File: src/rtl/tlb_maint_pkg.sv
// tlb_maint: shared entry layout and op encodings.
// Imported by the maintenance unit and its consumers.
package tlb_maint_pkg;

  typedef struct packed {
    logic [18:0] vpn2;
    logic [7:0]  asid;
    logic        g;
    logic [19:0] pfn0;
    logic [2:0]  c0;
    logic        d0;
    logic        v0;
    logic [19:0] pfn1;
    logic [2:0]  c1;
    logic        d1;
    logic        v1;
  } tlb_entry_t;

  localparam logic [1:0] OP_TLBR  = 2'b00;
  localparam logic [1:0] OP_TLBWI = 2'b01;
  localparam logic [1:0] OP_TLBWR = 2'b10;
  localparam logic [1:0] OP_TLBP  = 2'b11;

endpackage

File: src/rtl/tlb_maint_if.sv
// tlb_maint: CP0 request / response bundle.
// master = CP0 stage, slave = TLB maintenance unit.
interface tlb_maint_if;

  logic        req_valid;
  logic        req_ready;
  logic [1:0]  req_op;
  logic [3:0]  cp0_index;
  logic [31:0] cp0_entryhi;
  logic [31:0] cp0_entrylo0;
  logic [31:0] cp0_entrylo1;

  logic        resp_valid;
  logic [1:0]  resp_op;
  logic [31:0] resp_index;
  logic [31:0] resp_entryhi;
  logic [31:0] resp_entrylo0;
  logic [31:0] resp_entrylo1;

  modport master (
    output req_valid, req_op, cp0_index,
    output cp0_entryhi, cp0_entrylo0, cp0_entrylo1,
    input  req_ready, resp_valid, resp_op,
    input  resp_index, resp_entryhi,
    input  resp_entrylo0, resp_entrylo1
  );

  modport slave (
    input  req_valid, req_op, cp0_index,
    input  cp0_entryhi, cp0_entrylo0, cp0_entrylo1,
    output req_ready, resp_valid, resp_op,
    output resp_index, resp_entryhi,
    output resp_entrylo0, resp_entrylo1
  );

endinterface

File: src/rtl/tlb_maint.sv
// tlb_maint: 16-entry JTLB storage, TLBR/TLBWI/TLBWR/TLBP
// execution and CP0 Random maintenance.
`ifndef TLB_ENTRIES_NUM
`define TLB_ENTRIES_NUM 16
`endif

module tlb_maint
  import tlb_maint_pkg::*;
#(
  parameter int TLB_NUM = `TLB_ENTRIES_NUM
) (
  input  logic       clk,
  input  logic       rst,
  tlb_maint_if.slave bus,
  input  logic       wired_we,
  input  logic [3:0] cp0_wired,
  output logic [3:0] random,
  output tlb_entry_t entries [TLB_NUM],
  output logic       tlb_changed
);

  typedef enum logic [1:0] {
    IDLE,
    PROBE1,
    PROBE2,
    RESP
  } state_t;

  state_t state, state_n;

  logic [18:0]        vpn2_q;
  logic [7:0]         asid_q;
  logic [TLB_NUM-1:0] match;
  logic [TLB_NUM-1:0] match_q;
  logic               hit;
  logic [3:0]         hit_idx;
  logic               accept;
  logic               do_write;
  logic               do_read;
  logic [3:0]         widx;
  logic [3:0]         random_n;
  tlb_entry_t         wentry;
  tlb_entry_t         rentry;
  logic               unused_bits;

  assign accept   = (state == IDLE) && bus.req_valid;
  assign do_read  = accept && (bus.req_op == OP_TLBR);
  assign do_write = accept &&
                    ((bus.req_op == OP_TLBWI) ||
                     (bus.req_op == OP_TLBWR));
  assign widx     = (bus.req_op == OP_TLBWR) ?
                    random : bus.cp0_index;

  assign bus.req_ready  = (state == IDLE);
  assign bus.resp_valid = (state == RESP);

  assign rentry = entries[bus.cp0_index];

  assign unused_bits = ^{bus.cp0_entryhi[12:8],
                         bus.cp0_entrylo0[31:26],
                         bus.cp0_entrylo1[31:26]};

  always_comb begin
    wentry      = '0;
    wentry.vpn2 = bus.cp0_entryhi[31:13];
    wentry.asid = bus.cp0_entryhi[7:0];
    wentry.g    = bus.cp0_entrylo0[0] &
                  bus.cp0_entrylo1[0];
    wentry.pfn0 = bus.cp0_entrylo0[25:6];
    wentry.c0   = bus.cp0_entrylo0[5:3];
    wentry.d0   = bus.cp0_entrylo0[2];
    wentry.v0   = bus.cp0_entrylo0[1];
    wentry.pfn1 = bus.cp0_entrylo1[25:6];
    wentry.c1   = bus.cp0_entrylo1[5:3];
    wentry.d1   = bus.cp0_entrylo1[2];
    wentry.v1   = bus.cp0_entrylo1[1];
  end

  always_comb begin
    match = '0;
    for (int i = 0; i < TLB_NUM; i++) begin
      match[i] = (entries[i].vpn2 == vpn2_q) &&
                 (entries[i].g ||
                  (entries[i].asid == asid_q));
    end
  end

  // Scan downwards so the lowest matching index wins.
  always_comb begin
    hit     = 1'b0;
    hit_idx = '0;
    for (int i = TLB_NUM - 1; i >= 0; i--) begin
      if (match_q[i]) begin
        hit     = 1'b1;
        hit_idx = 4'(i);
      end
    end
  end

  always_comb begin
    random_n = random - 4'd1;
    if (wired_we ||
        (random == cp0_wired) ||
        (random == 4'd0)) begin
      random_n = 4'd15;
    end
  end

  always_comb begin
    state_n = state;
    unique case (state)
      IDLE: begin
        if (bus.req_valid) begin
          state_n = (bus.req_op == OP_TLBP) ?
                    PROBE1 : RESP;
        end
      end
      PROBE1:  state_n = PROBE2;
      PROBE2:  state_n = RESP;
      RESP:    state_n = IDLE;
      default: state_n = IDLE;
    endcase
  end

  always_ff @(posedge clk) begin
    if (rst) begin
      state             <= IDLE;
      random            <= 4'd15;
      tlb_changed       <= 1'b0;
      vpn2_q            <= '0;
      asid_q            <= '0;
      match_q           <= '0;
      bus.resp_op       <= '0;
      bus.resp_index    <= '0;
      bus.resp_entryhi  <= '0;
      bus.resp_entrylo0 <= '0;
      bus.resp_entrylo1 <= '0;
      for (int i = 0; i < TLB_NUM; i++) begin
        entries[i] <= '0;
      end
    end else begin
      state       <= state_n;
      random      <= random_n;
      tlb_changed <= do_write;
      if (accept) begin
        bus.resp_op <= bus.req_op;
        vpn2_q      <= bus.cp0_entryhi[31:13];
        asid_q      <= bus.cp0_entryhi[7:0];
      end
      if (do_write) begin
        entries[widx] <= wentry;
      end
      if (do_read) begin
        bus.resp_entryhi  <= {rentry.vpn2, 5'b0,
                              rentry.asid};
        bus.resp_entrylo0 <= {6'b0, rentry.pfn0,
                              rentry.c0, rentry.d0,
                              rentry.v0, rentry.g};
        bus.resp_entrylo1 <= {6'b0, rentry.pfn1,
                              rentry.c1, rentry.d1,
                              rentry.v1, rentry.g};
      end
      if (state == PROBE1) begin
        match_q <= match;
      end
      if (state == PROBE2) begin
        bus.resp_index <= hit ?
                          {28'b0, hit_idx} :
                          32'h8000_0000;
      end
    end
  end

endmodule
File: src/flat_wrapper.sv
// flat-port wrapper written by rule: the top's interface ports become plain ports
module tlb_maint_flat import tlb_maint_pkg::*;
#(
  parameter int TLB_NUM = `TLB_ENTRIES_NUM
)
  (clk, rst, wired_we, cp0_wired, random, entries, tlb_changed, bus_req_valid, bus_req_op, bus_cp0_index, bus_cp0_entryhi, bus_cp0_entrylo0, bus_cp0_entrylo1, bus_req_ready, bus_resp_valid, bus_resp_op, bus_resp_index, bus_resp_entryhi, bus_resp_entrylo0, bus_resp_entrylo1);
  tlb_maint_if bus_i ();
  input  logic clk;
  input  logic rst;
  input  logic wired_we;
  input  logic [3:0] cp0_wired;
  output logic [3:0] random;
  output tlb_entry_t entries[TLB_NUM];
  output logic tlb_changed;
  input wire logic [$bits(bus_i.req_valid)-1:0] bus_req_valid;
  input wire logic [$bits(bus_i.req_op)-1:0] bus_req_op;
  input wire logic [$bits(bus_i.cp0_index)-1:0] bus_cp0_index;
  input wire logic [$bits(bus_i.cp0_entryhi)-1:0] bus_cp0_entryhi;
  input wire logic [$bits(bus_i.cp0_entrylo0)-1:0] bus_cp0_entrylo0;
  input wire logic [$bits(bus_i.cp0_entrylo1)-1:0] bus_cp0_entrylo1;
  output wire logic [$bits(bus_i.req_ready)-1:0] bus_req_ready;
  output wire logic [$bits(bus_i.resp_valid)-1:0] bus_resp_valid;
  output wire logic [$bits(bus_i.resp_op)-1:0] bus_resp_op;
  output wire logic [$bits(bus_i.resp_index)-1:0] bus_resp_index;
  output wire logic [$bits(bus_i.resp_entryhi)-1:0] bus_resp_entryhi;
  output wire logic [$bits(bus_i.resp_entrylo0)-1:0] bus_resp_entrylo0;
  output wire logic [$bits(bus_i.resp_entrylo1)-1:0] bus_resp_entrylo1;
  assign bus_i.req_valid = bus_req_valid;
  assign bus_i.req_op = bus_req_op;
  assign bus_i.cp0_index = bus_cp0_index;
  assign bus_i.cp0_entryhi = bus_cp0_entryhi;
  assign bus_i.cp0_entrylo0 = bus_cp0_entrylo0;
  assign bus_i.cp0_entrylo1 = bus_cp0_entrylo1;
  assign bus_req_ready = bus_i.req_ready;
  assign bus_resp_valid = bus_i.resp_valid;
  assign bus_resp_op = bus_i.resp_op;
  assign bus_resp_index = bus_i.resp_index;
  assign bus_resp_entryhi = bus_i.resp_entryhi;
  assign bus_resp_entrylo0 = bus_i.resp_entrylo0;
  assign bus_resp_entrylo1 = bus_i.resp_entrylo1;
  tlb_maint #(.TLB_NUM(TLB_NUM)) u_core (.clk(clk), .rst(rst), .bus(bus_i), .wired_we(wired_we), .cp0_wired(cp0_wired), .random(random), .entries(entries), .tlb_changed(tlb_changed));
endmodule
File: config.mk
export PLATFORM = sky130hd
export DESIGN_NAME = tlb_maint_flat
export DESIGN_NICKNAME = d
export VERILOG_FILES = /design/src/rtl/tlb_maint_pkg.sv /design/src/rtl/tlb_maint_if.sv /design/src/rtl/tlb_maint.sv /design/src/flat_wrapper.sv
export SDC_FILE = /design/constraint.sdc
export NUM_CORES = 2
export LEC_CHECK = 0
export CAP_MARGIN = 20
export CELL_PAD_IN_SITES_DETAIL_PLACEMENT = 1
export CELL_PAD_IN_SITES_GLOBAL_PLACEMENT = 2
export CORE_AREA = 2 2 584 586
export DETAILED_ROUTE_END_ITERATION = 7
export DIE_AREA = 0 0 586 588
export PLACE_DENSITY = 0.63
export SLEW_MARGIN = 10
export SYNTH_ARGS = -nofsm -noshare
export SYNTH_HDL_FRONTEND = slang
export SYNTH_SLANG_ARGS = --single-unit
File: constraint.sdc
create_clock -name clk -period 2.95 [get_ports clk]
set_input_delay 0.59 -clock clk [delete_from_list [all_inputs] [get_ports clk]]
set_output_delay 0.59 -clock clk [all_outputs]
set_load 0.01 [all_outputs]
==> summary.md <==
| Metric | Value |
|---|---|
| Critical Path AT | `roughly 2.3 ns` |
| Htree depth | `4` |
| CTS tree | `built` |
| Clk sinks | `roughly 1400` |
| Final nets | `between 8000 and 9000` |
| TritonCTS Buffers | `~180` |
| Drt wl/cell | `34.4 um` |
| DRC | `0` |
| Max rail drop VDD | `just under 0.4 mV` |
| Vias in the first global route | `roughly 64000` |
| RSZ-0062 raised after global routing | `false` |
| Hold WS | `between 0.09 and 0.1 ns` |
| Via/cell ratio | `about 4.8` |
| FF+latch count, synth | `approximately 1400` |
| Critical path class | `flip-flop to output port` |
| Synth warnings | `0` |
| GR Overflow Total | `0` |
| Crit path max-delay family | `flip-flops` |
| Worst Setup End Kind | `output port` |
| Worst-case clock buffer depth | `4` |
| Die width | `around 590 um` |
| Fillers | `about 39000` |
| Die area | `0.345 mm2` |
| Endpoints failing hold | `0` |
| GPL Wtd Cong | `0.970` |
| Highest Clock Rate | `roughly 340 MHz` |
| Via count | `64293` |
| CTS clk-pin slew, worst paths | `around 0.06 ns` |
| WP buf/inv | `1` |
| Clock Tree Root | `clkbuf_16` |
| Max Cap Violations | `0` |
| Mapped Cells | `roughly 7400` |
| Max Transition Viols Final | `0` |
| Post-place setup slack | `-0.920 ns` |
| Setup ws final | `0.0380 ns` |
| Hold Crit Class | `input port to flip-flop` |
| Static Leak | `approximately 32 nW` |
| Most frequent cells in the layout | `nand2_1, clkdlybuf4s50_1, dfxtp_1, a21oi_1, buf_4` |
| Post-route ant nets | `0` |
| Total Routing Usage GR | `0.259` |
| Largest net degree at the start of global routing | `180` |
| Number of I/O pins | `roughly 1500` |
| Crit path launch type | `flip-flop` |
| Synth area leaders | `dfxtp_1, nand2_1, mux4_2` |
| Core area | `approximately 0.34 mm2` |
| Critical Path RT | `about 2.4 ns` |
| Global-route wire length before repair | `608 mm` |
| Count of cell types in the netlist | `46` |
| P per Cell Area | `~550 mW/mm2` |
| Area grow syn2layout | `45.9%` |
| Commonest non-fill, non-tap cell in the layout | `nand2_1` |
| Routed wire length | `approximately 460 mm` |
| Final min period | `a little under 3 ns` |
| DRT Pass-1 Iters | `5` |
| Fin crit share | `0.987` |
| Crit-path max cell delay | `slightly below 0.8 ns` |
| Outcome | `finished clean` |
| Share of cells above drive strength 1 | `0.131` |
| Clock Skew | `around 0.08 ns` |
| Clk Latency, worst-skew pair | `slightly below 0.9 ns` |
| Slowest CP cell | `dfxtp_1` |
| Synth area leader | `dfxtp_1` |
| Dpl hpwl | `between 300 and 400 mm` |
| Row Count | `about 210` |
| Initial antenna violation count | `37` |
| Post-synth top area share | `0.442` |
| Max FO, Critical Path | `3` |
| Final Setup Violations | `0` |
| IO buf count | `around 1400` |
| Die height | `588 um` |
| Starting Density | `0.185` |
| Rel. slew slack | `0.224` |
| DR iter-0 viols | `5583` |
| Part of the Yosys area used for sequential elements | `0.442` |
| Final Total Pwr | `roughly 50 mW` |
| Crit-path cells | `clkdlybuf4s50_1` |
| Synthesized area | `0.0627 mm2` |
| Worst-margin pin slew | `1.16 ns` |
| Syn Area/Cell | `between 8 and 9 um2` |
[kinds of logic (layout without fill, tap and decap cells)]
| logic type | Yosys count | after routing | synth area share |
|---|---|---|---|
| xor gates and xnor gates | 438 | 438 | 0.0612 |
| and+or+nand+nor | 2807 | 2807 | 0.177 |
| adders and majority gates | 8 | 8 | 0.00160 |
| AOI/OAI and AO/OA | 1489 | 1489 | 0.124 |
| other | 1 | 58 | 0.0000598 |
| buffers and inverters | 796 | 2266 | 0.0567 |
| DFF | 1383 | 1383 | 0.442 |
| muxes | 473 | 473 | 0.138 |
[state kept, by name (all words and copies together), names as in the netlist]
register / flops
u_core.bus.resp_entrylo1: 25
u_core.entries: 1248
u_core.random: 4
u_core.bus.resp_entryhi: 27
u_core.asid_q: 8
u_core.bus.resp_index: 5
u_core.vpn2_q: 19
u_core.bus.resp_entrylo0: 26
u_core.bus.resp_op: 2
u_core.tlb_changed: 1
u_core.state: 2
u_core.match_q: 16
[cell usage after synthesis, drive strengths merged]
cell	n
a2111oi	1
a211oi	2
a21o	79
a21oi	1299
a31oi	1
and2	3
buf	257
clkbuf	529
conb	1
dfxtp	1383
ha	8
inv	10
mux2	2
mux2i	159
mux4	312
nand2	2593
nand2b	6
nand3	22
nand3b	3
nand4	49
nor2	24
nor2b	2
nor3	30
nor4	68
o21a	3
o21ai	21
o22ai	78
o311ai	1
o31a	1
o31ai	1
o32ai	1
o41ai	1
or3	5
or3b	1
or4	1
xnor2	194
xor2	244
[what timing repair did]
| item | CTS | global route |
|---|---|---|
| hold buffers | 0 | 0 |
| gates resized for setup | 11 | 1 |
| gates cloned | 0 | 0 |
| pin swaps | 1 | 0 |
| buffers inserted | 1 | 0 |
| setup endpoints to repair | 14 | 2 |
[layout make-up]
| type | count | area, um2 | share of cell area |
|---|---|---|---|
| multi-input cells | 5259 | 31800 | 0.347 |
| flip-flops and latches | 1383 | 27700 | 0.303 |
| repair buffers | 1937 | 20200 | 0.221 |
| well taps | 4536 | 5680 | 0.0620 |
| clock buffers | 256 | 5180 | 0.0566 |
| clock inverters | 63 | 845 | 0.00923 |
| inverters | 10 | 37.5 | 0.000410 |
| diodes | 14 | 35.0 | 0.000383 |
[routing by layer]
metal | wire length (um) | global-route usage | vias to the layer above
met5 | 13 | 0 | -
li1 | - | - | 27452
met3 | 37000 | 0.0666 | 791
met4 | 37600 | 0.180 | 2
met1 | 180000 | 0.303 | 33147
met2 | 209000 | 0.412 | 2901
[through the flow]
stage | utilization | setup TNS, ns | instance area (um2) | cells
final | 0.270 | 0 | 91500 | 13458
after global routing | 0.270 | 0 | 91500 | 13448
after CTS | 0.270 | 0 | 91500 | 13443
after detailed placement | 0.252 | -727.34 | 85400 | 13123
after global placement | 0.252 | -704.09 | 85400 | 13123
after floorplan | - | 0 | 62900 | 7438
[report_power, final]
| part | switching (mW) | leakage [nW] | internal [mW] |
|---|---|---|---|
| combinational | 5.11 | 17.7 | 2.64 |
| clock | 9.60 | 2.95 | 13.6 |
| sequential | 0.566 | 11.1 | 19.0 |
| total | 15.3 | 31.8 | 35.2 |
[path summary, 6_finish.rpt]
check	startpoint	depth (start not counted)	slack, ns	endpoint
worst max-delay path	u_core.entries[801]	1	0.04	entries[801]
worst min-delay path	rst	2	0.09	u_core.entries[732]
worst max register to register	u_core.state[1]	6	0.18	u_core.match_q[11]
worst min register to register	u_core.bus.resp_entryhi[23]	1	0.45	u_core.bus.resp_entryhi[23]
Note: power is estimated with default switching activity, not from simulation.
